$ cat src/rtl/jt10_mix_if.sv
// Bundle between the mixer and its host: mix request plus channel controls in,
// stereo mix and status flags out.
interface jt10_mix_if #(
   parameter int NCH = 6,
   parameter int W   = 16,
   parameter int OW  = 16
);
   logic                 sample;
   logic [NCH*W-1:0]     ch_data;
   logic [NCH*8-1:0]     ch_gain;
   logic [NCH*2-1:0]     ch_pan;
   logic [NCH-1:0]       ch_enable;
   logic signed [OW-1:0] snd_left;
   logic signed [OW-1:0] snd_right;
   logic                 snd_sample;
   logic                 clip;
   logic                 overrun;

   modport master (
      output sample, ch_data, ch_gain, ch_pan, ch_enable,
      input  snd_left, snd_right, snd_sample, clip, overrun
   );

   modport slave (
      input  sample, ch_data, ch_gain, ch_pan, ch_enable,
      output snd_left, snd_right, snd_sample, clip, overrun
   );
endinterface

$ cat src/rtl/jt10_mix.sv
// Sequential stereo mixer: one channel per cen cycle is scaled by a Q4.4 gain,
// panned into left/right accumulators, then saturated to the output width.
module jt10_mix #(
   parameter int NCH = 6,
   parameter int W   = 16,
   parameter int OW  = 16
) (
   input  logic       clk,
   input  logic       rst,
   input  logic       cen,
   jt10_mix_if.slave  bus
);
   localparam int CW = (NCH > 1) ? $clog2(NCH) : 1;
   localparam int AW = W + 5 + $clog2(NCH);
   localparam logic signed [AW-1:0] ACC_MAX = {{(AW-OW+1){1'b0}}, {(OW-1){1'b1}}};
   localparam logic signed [AW-1:0] ACC_MIN = {{(AW-OW+1){1'b1}}, {(OW-1){1'b0}}};

   typedef enum logic [1:0] {
      IDLE = 2'd0,
      ACC  = 2'd1,
      OUT  = 2'd2
   } state_t;

   state_t               state_r;
   state_t               state_nxt_s;
   logic [NCH*W-1:0]     data_r;
   logic [NCH*8-1:0]     gain_r;
   logic [NCH*2-1:0]     pan_r;
   logic [NCH-1:0]       en_r;
   logic [CW-1:0]        idx_r;
   logic signed [AW-1:0] acc_l_r;
   logic signed [AW-1:0] acc_r_r;
   logic signed [OW-1:0] left_r;
   logic signed [OW-1:0] right_r;
   logic                 snd_sample_r;
   logic                 clip_r;
   logic                 overrun_r;

   logic signed [W-1:0]  cur_data_s;
   logic [7:0]           cur_gain_s;
   logic signed [W+8:0]  prod_s;
   logic signed [AW-1:0] term_s;
   logic                 to_l_s;
   logic                 to_r_s;
   logic                 last_s;

   function automatic logic signed [OW-1:0] saturate(input logic signed [AW-1:0] v);
      if (v > ACC_MAX) begin
         saturate = ACC_MAX[OW-1:0];
      end else if (v < ACC_MIN) begin
         saturate = ACC_MIN[OW-1:0];
      end else begin
         saturate = v[OW-1:0];
      end
   endfunction

   function automatic logic overflows(input logic signed [AW-1:0] v);
      overflows = (v > ACC_MAX) || (v < ACC_MIN);
   endfunction

   // Current channel term: dropping the 4 LSBs of the signed product floors toward -inf.
   always_comb begin
      cur_data_s = data_r[idx_r*W +: W];
      cur_gain_s = gain_r[idx_r*8 +: 8];
      prod_s     = cur_data_s * $signed({1'b0, cur_gain_s});
      term_s     = AW'($signed(prod_s[W+8:4]));
      to_l_s     = en_r[idx_r] & pan_r[idx_r*2 + 1];
      to_r_s     = en_r[idx_r] & pan_r[idx_r*2];
      last_s     = (idx_r == CW'(NCH-1));
   end

   // Next-state logic.
   always_comb begin
      state_nxt_s = state_r;
      case (state_r)
         IDLE: begin
            if (bus.sample) begin
               state_nxt_s = ACC;
            end else begin
               state_nxt_s = IDLE;
            end
         end
         ACC: begin
            if (last_s) begin
               state_nxt_s = OUT;
            end else begin
               state_nxt_s = ACC;
            end
         end
         OUT:     state_nxt_s = IDLE;
         default: state_nxt_s = IDLE;
      endcase
   end

   // State register.
   always_ff @(posedge clk or posedge rst) begin
      if (rst) begin
         state_r <= IDLE;
      end else if (cen) begin
         state_r <= state_nxt_s;
      end
   end

   // Snapshot, accumulation and output registers; snd_sample self-clears after one clk.
   always_ff @(posedge clk or posedge rst) begin
      if (rst) begin
         data_r       <= '0;
         gain_r       <= '0;
         pan_r        <= '0;
         en_r         <= '0;
         idx_r        <= '0;
         acc_l_r      <= '0;
         acc_r_r      <= '0;
         left_r       <= '0;
         right_r      <= '0;
         snd_sample_r <= 1'b0;
         clip_r       <= 1'b0;
         overrun_r    <= 1'b0;
      end else begin
         snd_sample_r <= 1'b0;
         if (cen) begin
            if (bus.sample && (state_r != IDLE)) begin
               overrun_r <= 1'b1;
            end
            case (state_r)
               IDLE: begin
                  if (bus.sample) begin
                     data_r  <= bus.ch_data;
                     gain_r  <= bus.ch_gain;
                     pan_r   <= bus.ch_pan;
                     en_r    <= bus.ch_enable;
                     idx_r   <= '0;
                     acc_l_r <= '0;
                     acc_r_r <= '0;
                  end
               end
               ACC: begin
                  if (to_l_s) begin
                     acc_l_r <= acc_l_r + term_s;
                  end
                  if (to_r_s) begin
                     acc_r_r <= acc_r_r + term_s;
                  end
                  if (last_s) begin
                     idx_r <= '0;
                  end else begin
                     idx_r <= idx_r + CW'(1);
                  end
               end
               OUT: begin
                  left_r       <= saturate(acc_l_r);
                  right_r      <= saturate(acc_r_r);
                  clip_r       <= overflows(acc_l_r) | overflows(acc_r_r);
                  snd_sample_r <= 1'b1;
               end
               default: begin
                  idx_r <= '0;
               end
            endcase
         end
      end
   end

   assign bus.snd_left   = left_r;
   assign bus.snd_right  = right_r;
   assign bus.snd_sample = snd_sample_r;
   assign bus.clip       = clip_r;
   assign bus.overrun    = overrun_r;
endmodule

$ cat src/flat_wrapper.sv
// flat-port wrapper written by rule: the top's interface ports become plain ports
module jt10_mix_flat 
#(
   parameter int NCH = 6,
   parameter int W   = 16,
   parameter int OW  = 16
)
  (clk, rst, cen, bus_sample, bus_ch_data, bus_ch_gain, bus_ch_pan, bus_ch_enable, bus_snd_left, bus_snd_right, bus_snd_sample, bus_clip, bus_overrun);
  jt10_mix_if #(.NCH(NCH), .W(W), .OW(OW)) bus_i ();
  input  logic clk;
  input  logic rst;
  input  logic cen;
  input wire logic [$bits(bus_i.sample)-1:0] bus_sample;
  input wire logic [$bits(bus_i.ch_data)-1:0] bus_ch_data;
  input wire logic [$bits(bus_i.ch_gain)-1:0] bus_ch_gain;
  input wire logic [$bits(bus_i.ch_pan)-1:0] bus_ch_pan;
  input wire logic [$bits(bus_i.ch_enable)-1:0] bus_ch_enable;
  output wire logic [$bits(bus_i.snd_left)-1:0] bus_snd_left;
  output wire logic [$bits(bus_i.snd_right)-1:0] bus_snd_right;
  output wire logic [$bits(bus_i.snd_sample)-1:0] bus_snd_sample;
  output wire logic [$bits(bus_i.clip)-1:0] bus_clip;
  output wire logic [$bits(bus_i.overrun)-1:0] bus_overrun;
  assign bus_i.sample = bus_sample;
  assign bus_i.ch_data = bus_ch_data;
  assign bus_i.ch_gain = bus_ch_gain;
  assign bus_i.ch_pan = bus_ch_pan;
  assign bus_i.ch_enable = bus_ch_enable;
  assign bus_snd_left = bus_i.snd_left;
  assign bus_snd_right = bus_i.snd_right;
  assign bus_snd_sample = bus_i.snd_sample;
  assign bus_clip = bus_i.clip;
  assign bus_overrun = bus_i.overrun;
  jt10_mix #(.NCH(NCH), .W(W), .OW(OW)) u_core (.clk(clk), .rst(rst), .cen(cen), .bus(bus_i));
endmodule
$ cat config.mk
export PLATFORM = sky130hd
export DESIGN_NAME = jt10_mix_flat
export DESIGN_NICKNAME = d
export VERILOG_FILES = /design/src/rtl/jt10_mix_if.sv /design/src/rtl/jt10_mix.sv /design/src/flat_wrapper.sv
export SDC_FILE = /design/constraint.sdc
export NUM_CORES = 1
export LEC_CHECK = 0
export ABC_CLOCK_PERIOD_IN_PS = 9700
export BUFFER_PORTS_ARGS = -buffer_cell sky130_fd_sc_hd__buf_2
export CORE_ASPECT_RATIO = 1.75
export CORE_MARGIN = 2
export CORE_UTILIZATION = 54
export CTS_BUF_LIST = sky130_fd_sc_hd__clkbuf_16
export DETAILED_ROUTE_END_ITERATION = 8
export HOLD_SLACK_MARGIN = 0.06
export PLACE_DENSITY = 0.78
export SLEW_MARGIN = 20
export SYNTH_ARGS = -nofsm -noshare
export SYNTH_HDL_FRONTEND = slang
export SYNTH_SLANG_ARGS = --single-unit
$ cat constraint.sdc
create_clock -name clk -period 9.7 [get_ports clk]
set_input_delay 2.91 -clock clk [delete_from_list [all_inputs] [get_ports clk]]
set_output_delay 2.91 -clock clk [all_outputs]
set_load 0.01 [all_outputs]
==> Word-level counts from Yosys, hierarchy flattened <==
Cells that the tools add are included.
{ "op_classes": {"n_eq_ne": 6, "shift": 2, "n_reduce_logical": 12, "mul": 1, "addsub": 4, "magnitude_cmp": 7, "n_mux": 23, "n_bitwise": 4} }
{ "ops": {"columns": ["op", "n"], "rows": [
  ["one-hot mux 24 bit (2 select lines)", 2],
  ["indexed part select 96 x 8 -> 16 bit", 1],
  ["two-way mux 24 bit", 3],
  ["two-way mux 16 bit", 4],
  ["adder 24 x 21 -> 24 bit", 2],
  ["greater-than comparator 24 x 16 -> 1 bit (second input constant)", 2],
  ["less-than comparator 24 x 16 -> 1 bit (second input constant)", 2],
  ["indexed part select 48 x 7 -> 8 bit", 1],
  ["less-than comparator 32 x 5 -> 1 bit (second input constant)", 1],
  ["multiplier 16 x 9 -> 25 bit", 1],
  ["one-hot mux 3 bit (3 select lines)", 1],
  ["AND reduction 4 bit", 2],
  ["binary-select mux 1 bit (select 3 bit)", 2],
  ["two-way mux 1 bit", 6],
  ["two-way mux 3 bit", 2],
  ["AND reduction 3 bit", 2],
  ["adder 4 x 1 -> 5 bit (second input constant)", 1],
  ["less-than comparator 4 x 5 -> 1 bit (second input constant)", 1],
  ["binary-select mux 1 bit (select 4 bit)", 1],
  ["less-than comparator 3 x 4 -> 1 bit (second input constant)", 1],
  ["!= test 2 x 1 -> 1 bit (second input constant)", 2],
  ["one-hot mux 2 bit (2 select lines)", 1],
  ["AND reduction 2 bit", 2],
  ["nonzero test 2 bit", 2],
  ["12 further kinds", 14]
]} }
{ "word_totals": {"output_inout_bits": 35, "ff_bits": 250, "inputBits": 166, "elab_cells": 72} }

==> Logic depth before layout (Yosys ltp) <==
Gate-level depths: netlist (run 1).
{ "depth": {"word_depth": 6, "mapped_depth": 37, "ltp_nobuf": 32} }

==> Worst setup path before layout (run 1) <==
Ideal clock, no wire load.
{ "synth_timing": {"path_kind": "reg2reg", "from": "register u_core.idx_r[0]", "to": "register u_core.acc_r_r[23]", "setup_slack_ps": 1906, "path_stages_with_launch": 32, "period_less_slack_ps": 7794, "arrival_ps": 7668, "n_path_buf": 5, "required_time_ps": 9574, "setup_ps": 126, "path_cell_list": "dfrtp_1 > buf_2 > buf_4 > buf_4 > mux4_2 > a21oi_1 > clkbuf_1 > nor2_1 > fa_1 > fa_1 > fa_1 > inv_1 > fa_1 > inv_1 > ha_1 > nor4_1 > nor3_1 > and2_4 > or2_2 > nand2_1 > nand2_1 > xor2_1 > ha_1 > clkbuf_1 > a21o_1 > a31o_2 > a2bb2oi_1 > o211a_1 > o22ai_1 > o41ai_1 > xnor3_1 > a221o_1"} }
{ "synth_via": {"elab_chain_len": 5, "elab_cells_between_ends": 13, "cone_classes": "1 x add/sub; 1 x mul; 1 x eq/ne; 2 x shift; 6 x mux; 1 x bitwise; 1 x reduce/logical"} }
{ "synth_lines": {"columns": ["item", "line_no", "rtl"], "rows": [
  ["start: declaration", "jt10_mix.sv:30", "logic [CW-1:0] idx_r;"],
  ["start signal: assignment", "jt10_mix.sv:147", "idx_r <= idx_r + CW'(1);"],
  ["indexed part select 96 x 8 -> 16 bit (tied with other cells)", "jt10_mix.sv:63", "cur_data_s = data_r[idx_r*W +: W];"],
  ["multiplier 16 x 9 -> 25 bit / two-way mux 1 bit (equally long branches)", "jt10_mix.sv:65, jt10_mix.sv:68", null],
  ["adder 24 x 21 -> 24 bit / bitwise AND 1 bit (equally long branches)", "jt10_mix.sv:142, jt10_mix.sv:68", null],
  ["two-way mux 24 bit / != test 2 x 1 -> 1 bit (equally long branches)", null, null],
  ["one-hot mux 24 bit (2 select lines) / AND reduction 4 bit (equally long branches)", null, null],
  ["end signal: assignment", "jt10_mix.sv:142", "acc_r_r <= acc_r_r + term_s;"],
  ["end: declaration", "jt10_mix.sv:32", "logic signed [AW-1:0] acc_r_r;"]
]} }
Several ways; a longest one is shown, not always the timed one. The select of a mux whose other input is x is not followed.
A chain may end at the register's enable or synchronous reset.

==> Final worst setup path (run 1) <==
Ends and elaborated chain as after synthesis.

==> results of run 1 <==
==> registers in the layout, summed over array words and instances, names as in the netlist <==
register / count
u_core.data_r: 96
u_core.gain_r: 48
u_core.acc_l_r: 24
u_core.acc_r_r: 24
u_core.bus.snd_left: 16
u_core.bus.snd_right: 16
u_core.pan_r: 12
u_core.en_r: 6
u_core.idx_r: 3
u_core.state_r: 2
u_core.bus.clip: 1
u_core.bus.overrun: 1
u_core.bus.snd_sample: 1
==> layer usage <==
layer  track usage  wire length, um  up-vias
met3        0.0354             1750      150
met1         0.253            14800     6466
met5             0                0        -
met2         0.476            22100      385
li1              -                -     6096
met4         0.144             2650        0
==> worst max-delay path by stage <==
stage,from,to,depth (start not counted)
after floorplan,u_core.idx_r[0]$_DFFE_PP0P_,u_core.acc_r_r[23]$_DFFE_PP0P_,31
after global placement,u_core.idx_r[0]$_DFFE_PP0P_,u_core.acc_r_r[23]$_DFFE_PP0P_,27
after detailed placement,u_core.idx_r[0]$_DFFE_PP0P_,u_core.acc_r_r[23]$_DFFE_PP0P_,32
after CTS,u_core.idx_r[0]$_DFFE_PP0P_,u_core.acc_r_r[23]$_DFFE_PP0P_,32
after global routing,u_core.idx_r[0]$_DFFE_PP0P_,u_core.acc_r_r[23]$_DFFE_PP0P_,32
final,u_core.idx_r[0]$_DFFE_PP0P_,u_core.acc_r_r[23]$_DFFE_PP0P_,33
==> per-stage QoR <==
step	worst slack, ns	std cells	hold WS [ns]
global placement	1.13	2222	0.448
floorplan	1.91	1670	0.467
CTS	1.05	2263	0.471
finish	1.01	2269	0.473
detailed placement	1.05	2222	0.448
global route	0.354	2269	0.510
==> cells by family (layout without fill, tap and decap cells) <==
family,after synthesis,in the layout,synth area share
multiplexers,216,216,0.155
AO/OA/AOI/OAI,300,300,0.113
adder cells (fa/ha/maj),197,197,0.186
flip-flops,250,250,0.359
buffers and inverters,258,451,0.0567
AND/OR/NAND/NOR,398,398,0.101
XOR/XNOR,51,51,0.0272
other,0,6,0
==> layout make-up <==
type                    instances  area [sq um]
diodes                          6          15.0
clock buffers                  23           576
clock inverters                18           163
fillers                      2659         12400
inverters                     186           702
multi-input cells            1162         10200
flip-flops and latches        250          6260
well taps                     400           500
repair buffers                224          1210
==> synth_stat cells, types with 5 or more instances <==
library cell | instances | share of area
dfrtp_1 | 250 | 0.36
inv_1 | 185 | 0.040
mux2_2 | 162 | 0.10
nor2_1 | 144 | 0.031
nand2_1 | 140 | 0.030
fa_1 | 104 | 0.12
ha_1 | 93 | 0.067
o21ai_0 | 82 | 0.024
a21oi_1 | 62 | 0.018
clkbuf_1 | 59 | 0.013
a21o_1 | 31 | 0.013
xnor2_1 | 31 | 0.016
mux2i_1 | 27 | 0.016
mux4_2 | 27 | 0.035
a22o_1 | 22 | 0.011
nand3_1 | 18 | 0.0052
xor2_1 | 18 | 0.0091
nor3_1 | 16 | 0.0046
o31ai_1 | 16 | 0.0069
nor2b_1 | 12 | 0.0043
nand2b_1 | 11 | 0.0040
a211oi_1 | 10 | 0.0043
nor4_1 | 10 | 0.0036
a31oi_1 | 9 | 0.0032
nand4_1 | 9 | 0.0032
o211ai_1 | 9 | 0.0039
o21bai_1 | 9 | 0.0039
or2_2 | 9 | 0.0032
o41ai_1 | 8 | 0.0040
o21a_1 | 7 | 0.0030
and3_1 | 6 | 0.0022
buf_2 | 6 | 0.0017
or3_1 | 5 | 0.0018
==> results.ini, run 1 <==
[route]
via_per_inst = 5.77
wl_per_cell_um = 18.2
final_antenna_net_count = 0
first_iter_violations = 666
vias = 13097
drt_first_pass_iters = 5
wirelength_um = 41300
drc_errors = 0

[final_layout]
num-nets-final = 2210
layout_common_cells = dfrtp_1 (249), buf_2 (200), inv_1 (187), mux2_2 (162), nor2_1 (143)
drive_above_1_share = 0.253
final_cell_area_sq_um = 19600
areaGrowthSynthToFinish_pct = 12.6
layout_commonest_cell = dfrtp_1
fin_util = 0.612

[timing]
slew_viol_final = 0
finalHoldViolCount = 0
rsz0062_at_grt = no
setup_viol = 0
tightest_slew_ns = 1.09
fmax_ghz = 0.115
relSlewSlack = 0.276
clock_skew_ns = 0.0198
fin_crit_sh = 0.896
finalCriticalPeriod_ns = 8.69
fin_setup_tns_ns = 0

[die]
core-area_sq_um = 32000
io_pins = 201
die_h_um = 241
die_area_sq_um = 33700
fp.dieW_um = 140
initial_core_util = 0.544
rows = 87

[global_routing]
antenna_found_initial = 6
grt_max_degree = 184
overflow = 0
grt_pass1_wl_um = 67800
groute.usage.overall = 0.248
grt_pass1_vias = 14258

[setup_path]
arrival_ns = 9.12
rr_startpoint = u_core.idx_r[0]$_DFFE_PP0P_
cp_max_fo = 29
r2r_cells = 33
r2r-end = u_core.acc_r_r[23]$_DFFE_PP0P_
critPathLaunchType = register
crit_type = register to register
r2r_slack_ns = 1.01
cpMaxStageDelayCell = dfrtp_4
critPathRequiredTime_ns = 10.14
crit_family = compound AO/OA/AOI/OAI gates
cpPeakStageDelay_ns = 0.76
cp-end-kind = register
path_buf_inv = 5

[synthesis]
syn_avg_cell_area_sq_um = 10.4
syn_inst = 1670
synth_edf_count = 0
yosysSeqAreaShare = 0.359
synth_ff_type = dfrtp_1
async_reset_ff_frac = 1.00
synth_cell_types = 69
synth_seq_cells = 250
synth_nets = 2033
synth_area_sq_um = 17400
yosys_warnings = 0

[hold_path]
min_to = u_core.bus.overrun$_DFFE_PP0P_
hold_start = u_core.bus.overrun$_DFFE_PP0P_
hold_depth = 1
hold_path.class = register to register

[cts]
clk_latency_ns = 0.56
clk_pin_slew_worst_paths_ns = 0.08
cts_setup_buffers = 0
cts-root-buf = clkbuf_16
cts-buffers-inserted = 23
hold_buffers = 0
clk_path_buf_depth = 3
cts_tree = done
htreeDepth = 1
cts-resized-gates = 0
cts_sinks = 250

[status]
run_status = finished clean

[place]
gp_congestion = 0.937
place_area_sq_um = 18800
dp_hpwl_um = 32200
numPortBuffers = 200

[job]
maxCapViolCount = 0

Power of run 1 is left out: the tool's default activity adds up to more than one toggle a clock period on the data nets, which glitch-free logic cannot reach.
==> run 2, diff against run 1 <==
- ABC_CLOCK_PERIOD_IN_PS: 9700 -> 7100
- CORE_UTILIZATION: 54 -> 29
- CTS_CLUSTER_SIZE: unset -> 8
- PLACE_DENSITY: 0.78 -> unset
- clock period: 9.7 -> 7.1 ns (I/O delays scaled with it)
==> run 2 against run 1 <==
The flow now finishes with violations (setup timing). Register-to-register slack got worse by 1.3 ns. Utilization fell by 21 points. Clock-buffer cell count rose by 14. Critical path depth fell by 2. Via count rose by 7.8%. Setup slack got worse by 1.3 ns. Flip-flop and latch count did not move.
==> results.ini, run 2 (same netlist as run 1, synthesis figures left out) <==
[final_layout]
finalNonFillerCells = 2939  ; was 2269
top_regs = u_core.data_r: 96 flops, u_core.gain_r: 48 flops  ; unchanged
num-fill-cells = 5720  ; was 2659
layout_common_cells = buf_4 (287), dfrtp_1 (249), buf_2 (200), inv_1 (172), mux2_2 (162)  ; was dfrtp_1 (249), buf_2 (200), inv_1 (187), mux2_2 (162), nor2_1 (143)
num-nets-final = 2516  ; was 2210
largest_register_ffs = 96  ; unchanged
layout_commonest_cell = buf_4  ; was dfrtp_1
regArea_sq_um = 6260  ; unchanged
top_register = u_core.data_r  ; unchanged
drive_above_1_share = 0.425  ; was 0.253
final_cell_area_sq_um = 23800  ; was 19600 sq um
multi_input_area_sq_um = 11200  ; was 10200 sq um
areaGrowthSynthToFinish_pct = 36.5  ; was 12.6%

[die]
core-area_sq_um = 59200  ; was 32000 sq um
io_pins = 201  ; unchanged
rows = 118  ; was 87
die_area_sq_um = 62100  ; was 33700 sq um
initial_core_util = 0.294  ; was 0.544
die_h_um = 328  ; was 241 um
fp.dieW_um = 189  ; was 140 um

[timing]
clock_skew_ns = 0.0307  ; was 0.0198 ns
tightest_slew_ns = 1.02  ; was 1.09 ns
fin_crit_sh = 1.04  ; was 0.896
slew_viol_final = 0  ; unchanged
rsz0062_at_grt = yes  ; was no
setup_ws_ns = -0.304  ; was 1.01 ns
relSlewSlack = 0.318  ; was 0.276
hold_ws_ns = 0.469  ; was 0.473 ns
fmax_ghz = 0.135  ; was 0.115 GHz
finalCriticalPeriod_ns = 7.40  ; was 8.69 ns
setup_viol = 12  ; was 0
finalHoldViolCount = 0  ; unchanged

[route]
wl_per_cell_um = 17.0  ; was 18.2 um
wirelength_um = 50000  ; was 41300 um
final_antenna_net_count = 0  ; unchanged
vias = 14119  ; was 13097
first_iter_violations = 495  ; was 666
drc_errors = 0  ; unchanged
drt_first_pass_iters = 7  ; was 5
via_per_inst = 4.80  ; was 5.77

[global_routing]
antenna_found_initial = 3  ; was 6
groute.usage.overall = 0.161  ; was 0.248
grt_pass1_wl_um = 79800  ; was 67800 um
grt_max_degree = 175  ; was 184
grt_pass1_vias = 15451  ; was 14258
overflow = 0  ; unchanged

[cts]
cts-buffers-inserted = 37  ; was 23
clk_latency_ns = 0.54  ; was 0.56 ns
cts-root-buf = clkbuf_16  ; unchanged
clk_pin_slew_worst_paths_ns = 0.05  ; was 0.08 ns
cts_sinks = 250  ; unchanged
htreeDepth = 2  ; was 1
hold_buffers = 0  ; unchanged
cts_tree = done  ; unchanged
clk_path_buf_depth = 3  ; unchanged

[place]
dp.cells = 2854  ; was 2222
numPortBuffers = 200  ; unchanged
place_area_sq_um = 21600  ; was 18800 sq um
dp_hpwl_um = 38400  ; was 32200 um
gp_congestion = 0.924  ; was 0.937

[setup_path]
arrival_ns = 7.81  ; was 9.12 ns
cpMaxStageDelayCell = dfrtp_4  ; unchanged
critPathLaunchType = register  ; unchanged
critPathRequiredTime_ns = 7.50  ; was 10.14 ns
cpPeakStageDelay_ns = 0.56  ; was 0.76 ns
cp-end-kind = register  ; unchanged
crit_type = register to register  ; unchanged
cp_max_fo = 6  ; was 29

[status]
violations = setup timing
run_status = finished with violations  ; was finished clean

[hold_path]
hold_path.class = register to register  ; unchanged

[job]
maxCapViolCount = 0  ; unchanged

[run 2: cell types whose count changed in the layout (fill, tap and decap cells not counted), sizes merged]
cell / before / now
clkbuf: 23 / 39
clkinv: 9 / 4
inv: 189 / 186
diode: 6 / 2
clkinvlp: 4 / 2
buf: 224 / 514
bufinv: 2 / 0
[run 2: final cells by class]
type | instances | area share
antenna | 2 | 0.000211
clock inverter | 6 | 0.00327
multi-input combinational | 1162 | 0.470
tap | 780 | 0.0411
sequential | 250 | 0.264
clock buffer | 37 | 0.0390
inverter | 186 | 0.0296
timing repair buffer | 516 | 0.154
[run 2: per-stage QoR]
step | utilization | setup TNS (ns) | setup slack, ns
6_report | 0.401 | -2.03 | -0.304
5_1_grt | 0.401 | -6.77 | -0.578
4_1_cts | 0.391 | -1.65 | -0.286
3_5_place_dp | 0.365 | -5.08 | -0.582
3_3_place_gp | 0.365 | -3.67 | -0.542
2_1_floorplan | - | 0 | 0.000790
[run 2: critical path: cells and delay by family (launching register included)]
family	cells	cell delay (ns)
fa+ha+maj	6	2.61
simple gates	10	1.96
compound gates	5	0.92
buf+inv	8	0.91
flops	1	0.56
mux	1	0.18
xor+xnor	1	0.12
[run 2: repair_timing]
| action | in CTS | in global routing |
|---|---|---|
| setup buffers | 13 | 26 |
| gates cloned | 2 | 2 |
| pin swaps | 43 | 73 |
| endpoints found under the setup margin | 21 | 29 |
| gates resized for setup | 65 | 92 |
[run 2: path summary, 6_finish.rpt]
check / startpoint / endpoint / slack, ns / depth (start not counted)
setup / recovery: u_core.idx_r[0]$_DFFE_PP0P_ / u_core.acc_l_r[22]$_DFFE_PP0P_ / -0.30 / 31
hold / removal: u_core.bus.overrun$_DFFE_PP0P_ / u_core.bus.overrun$_DFFE_PP0P_ / 0.47 / 1
setup reg to reg: u_core.idx_r[0]$_DFFE_PP0P_ / u_core.acc_l_r[22]$_DFFE_PP0P_ / -0.30 / 31
hold reg to reg: u_core.bus.overrun$_DFFE_PP0P_ / u_core.bus.overrun$_DFFE_PP0P_ / 0.47 / 1
max in group asynchronous: rst / u_core.data_r[22]$_DFFE_PP0P_ / 4.22 / 3
min in group asynchronous: rst / u_core.gain_r[47]$_DFFE_PP0P_ / 1.58 / 2
[run 2: routing by layer]
layer,global-route usage,up-vias,share of wire
li1,-,6688,-
met1,0.174,7015,0.37
met2,0.310,324,0.55
met3,0.0220,92,0.042
met4,0.0686,0,0.037
met5,0,-,0
Power of run 2 is left out for the same reason.
==> run 3, diff against run 2 <==
- CORE_ASPECT_RATIO: 1.75 -> 1.4
- CTS_BUF_LIST: sky130_fd_sc_hd__clkbuf_16 -> sky130_fd_sc_hd__clkbuf_8
==> run 3 against run 2 <==
The flow still finishes with violations (setup timing). Final area is 1.2% higher. Largest cell class unchanged. Wire length is 1.2% lower. Die area hardly changed. Clock skew is 0.0022 ns higher. Utilization is 0.23 points higher. Clock-buffer cell count is 17 higher. First-iteration DRC count is 32% higher. Critical endpoint is now u_core.acc_r_r[23]$_DFFE_PP0P_. Maximum frequency is 0.31% lower. Critical path type unchanged.
==> results.ini, run 3 (same netlist as run 1, synthesis figures left out) <==
[global_routing]
use_met2 = 0.287  ; was 0.310
grt_pass1_vias = 15374  ; was 15451
groute.usage.overall = 0.159  ; was 0.161
grt-busiest-layer = met2  ; unchanged
grt_pass1_wl_um = 79000  ; was 79800 um
grt_util_met3 = 0.0319  ; was 0.0220
overflow = 0  ; unchanged
grt_max_degree = 169  ; was 175
use_met1 = 0.180  ; was 0.174
antenna_found_initial = 7  ; was 3

[die]
die_area_sq_um = 62000  ; was 62100 sq um
core-area_sq_um = 59500  ; was 59200 sq um
die_h_um = 294  ; was 328 um
rows = 106  ; was 118
initial_core_util = 0.292  ; was 0.294
io_pins = 201  ; unchanged
fp.dieW_um = 211  ; was 189 um

[cts]
cts-root-buf = clkbuf_8  ; was clkbuf_16
cts-buffers-inserted = 45  ; was 37
cts_sinks = 250  ; unchanged
htreeDepth = 2  ; unchanged
clk_pin_slew_worst_paths_ns = 0.06  ; was 0.05 ns
cts_tree = done  ; unchanged
clk_path_buf_depth = 3  ; unchanged
clk_latency_ns = 0.64  ; was 0.54 ns

[final_layout]
top_register = u_core.data_r  ; unchanged
num-nets-final = 2521  ; was 2516
areaGrowthSynthToFinish_pct = 38.1  ; was 36.5%
largest_register_ffs = 96  ; unchanged
layout_common_cells = buf_4 (272), dfrtp_1 (249), buf_2 (200), inv_1 (183), mux2_2 (162)  ; was buf_4 (287), dfrtp_1 (249), buf_2 (200), inv_1 (172), mux2_2 (162)
finalNonFillerCells = 2954  ; was 2939
num-fill-cells = 5721  ; was 5720
final_cell_area_sq_um = 24000  ; was 23800 sq um
top_regs = u_core.data_r: 96 flops, u_core.gain_r: 48 flops  ; unchanged
layout_commonest_cell = buf_4  ; unchanged
drive_above_1_share = 0.449  ; was 0.425

[timing]
rsz0062_at_grt = yes  ; unchanged
slew_viol_final = 0  ; unchanged
clock_skew_ns = 0.0330  ; was 0.0307 ns
fin_setup_tns_ns = -1.37  ; was -2.03 ns
setup_ws_ns = -0.327  ; was -0.304 ns
relSlewSlack = 0.348  ; was 0.318
setup_viol = 13  ; was 12
finalHoldViolCount = 0  ; unchanged
finalCriticalPeriod_ns = 7.43  ; was 7.40 ns
tightest_slew_ns = 0.978  ; was 1.02 ns
fin_crit_sh = 1.05  ; was 1.04
fmax_ghz = 0.135  ; about the same

[job]
maxCapViolCount = 0  ; unchanged

[place]
numPortBuffers = 200  ; unchanged
gp_congestion = 0.870  ; was 0.924
dp_hpwl_um = 36600  ; was 38400 um
place_area_sq_um = 21400  ; was 21600 sq um
dp_slack_ns = -0.577  ; was -0.582 ns
dp.cells = 2810  ; was 2854

[route]
drt_first_pass_iters = 7  ; unchanged
vias = 14249  ; was 14119
wirelength_um = 49400  ; was 50000 um
drc_errors = 0  ; unchanged
wl_per_cell_um = 16.7  ; was 17.0 um
via_per_inst = 4.82  ; was 4.80
first_iter_violations = 654  ; was 495
final_antenna_net_count = 0  ; unchanged

[setup_path]
critPathRequiredTime_ns = 7.61  ; was 7.50 ns
arrival_ns = 7.93  ; was 7.81 ns
crit_type = register to register  ; unchanged
critPathLaunchType = register  ; unchanged
rr_startpoint = u_core.idx_r[0]$_DFFE_PP0P_  ; unchanged
cpMaxStageDelayCell = dfrtp_4  ; unchanged
cp_common_cell = fa_1
r2r-end = u_core.acc_r_r[23]$_DFFE_PP0P_  ; was u_core.acc_l_r[22]$_DFFE_PP0P_
cp_max_fo = 6  ; unchanged
cp-end-kind = register  ; unchanged
r2r_cells = 32  ; was 31
r2r_slack_ns = -0.33  ; was -0.30 ns
cpPeakStageDelay_ns = 0.53  ; was 0.56 ns

[hold_path]
hold_depth = 1  ; unchanged
hold_start = u_core.bus.overrun$_DFFE_PP0P_  ; unchanged
min_to = u_core.bus.overrun$_DFFE_PP0P_  ; unchanged
hold_path.class = register to register  ; unchanged

[status]
violations = setup timing  ; unchanged
run_status = finished with violations  ; unchanged

-- run 3: cell types whose count changed in the layout (fill, tap and decap cells not counted), moves of 8 or more --
cell / before / now
inv_1: 172 / 183
ha_1: 74 / 63
clkbuf_16: 39 / 0
ha_4: 17 / 27
buf_4: 287 / 272
buf_6: 10 / 26
nor2_1: 133 / 125
clkbuf_8: 0 / 54
-- run 3: timing repair --
action | CTS | global route
resized for setup | 118 | 125
pin swaps | 73 | 80
buffers inserted | 23 | 33
gates cloned | 2 | 0
endpoints found under the hold margin | 0 | 0
setup endpoints to repair | 17 | 25
hold buffers | 0 | 0
-- run 3: worst max path at each step --
stage / start / to / slack [ns] / cells after the start
CTS: u_core.idx_r[0]$_DFFE_PP0P_ / u_core.acc_r_r[23]$_DFFE_PP0P_ / -0.25 / 30
global route: u_core.idx_r[0]$_DFFE_PP0P_ / u_core.acc_r_r[23]$_DFFE_PP0P_ / -0.54 / 37
detailed placement: u_core.idx_r[0]$_DFFE_PP0P_ / u_core.acc_r_r[23]$_DFFE_PP0P_ / -0.58 / 31
floorplan: u_core.idx_r[0]$_DFFE_PP0P_ / u_core.acc_r_r[23]$_DFFE_PP0P_ / 0.0008 / 35
global placement: u_core.idx_r[0]$_DFFE_PP0P_ / u_core.acc_r_r[23]$_DFFE_PP0P_ / -0.42 / 30
finish: u_core.idx_r[0]$_DFFE_PP0P_ / u_core.acc_r_r[23]$_DFFE_PP0P_ / -0.33 / 32
-- run 3: metrics by stage --
stage,hold slack (ns),utilization
detailed placement,0.449,0.359
floorplan,0.467,-
CTS,0.465,0.389
global route,0.492,0.403
global placement,0.449,0.359
finish,0.463,0.403
-- run 3: layer usage --
metal	part of all wire	routed length [um]	vias to the layer above
met5	0	0	-
met2	0.52	25500	335
met4	0.036	1780	0
met1	0.40	19700	7086
met3	0.047	2320	101
li1	-	-	6727
-- run 3: layout make-up --
class / instances / area (sq um) / area share
Antenna cell: 7 / 17.5 / 0.000729
Multi-Input combinational cell: 1162 / 11500 / 0.480
Clock buffer: 54 / 743 / 0.0309
Clock inverter: 26 / 153 / 0.00635
Tap cell: 756 / 946 / 0.0394
Timing Repair Buffer: 513 / 3660 / 0.152
Inverter: 186 / 704 / 0.0293
Sequential cell: 250 / 6260 / 0.261
-- run 3: critical path: cells and delay by family (launching register included) --
kind / cells / cell delay [ns]
adder cells (fa/ha/maj): 6 / 2.58
AO/OA/AOI/OAI: 11 / 1.91
buffers and inverters: 9 / 0.87
flip-flops: 1 / 0.53
multiplexers: 1 / 0.48
XOR/XNOR: 2 / 0.46
AND/OR/NAND/NOR: 3 / 0.45
Power of run 3 is left out for the same reason.
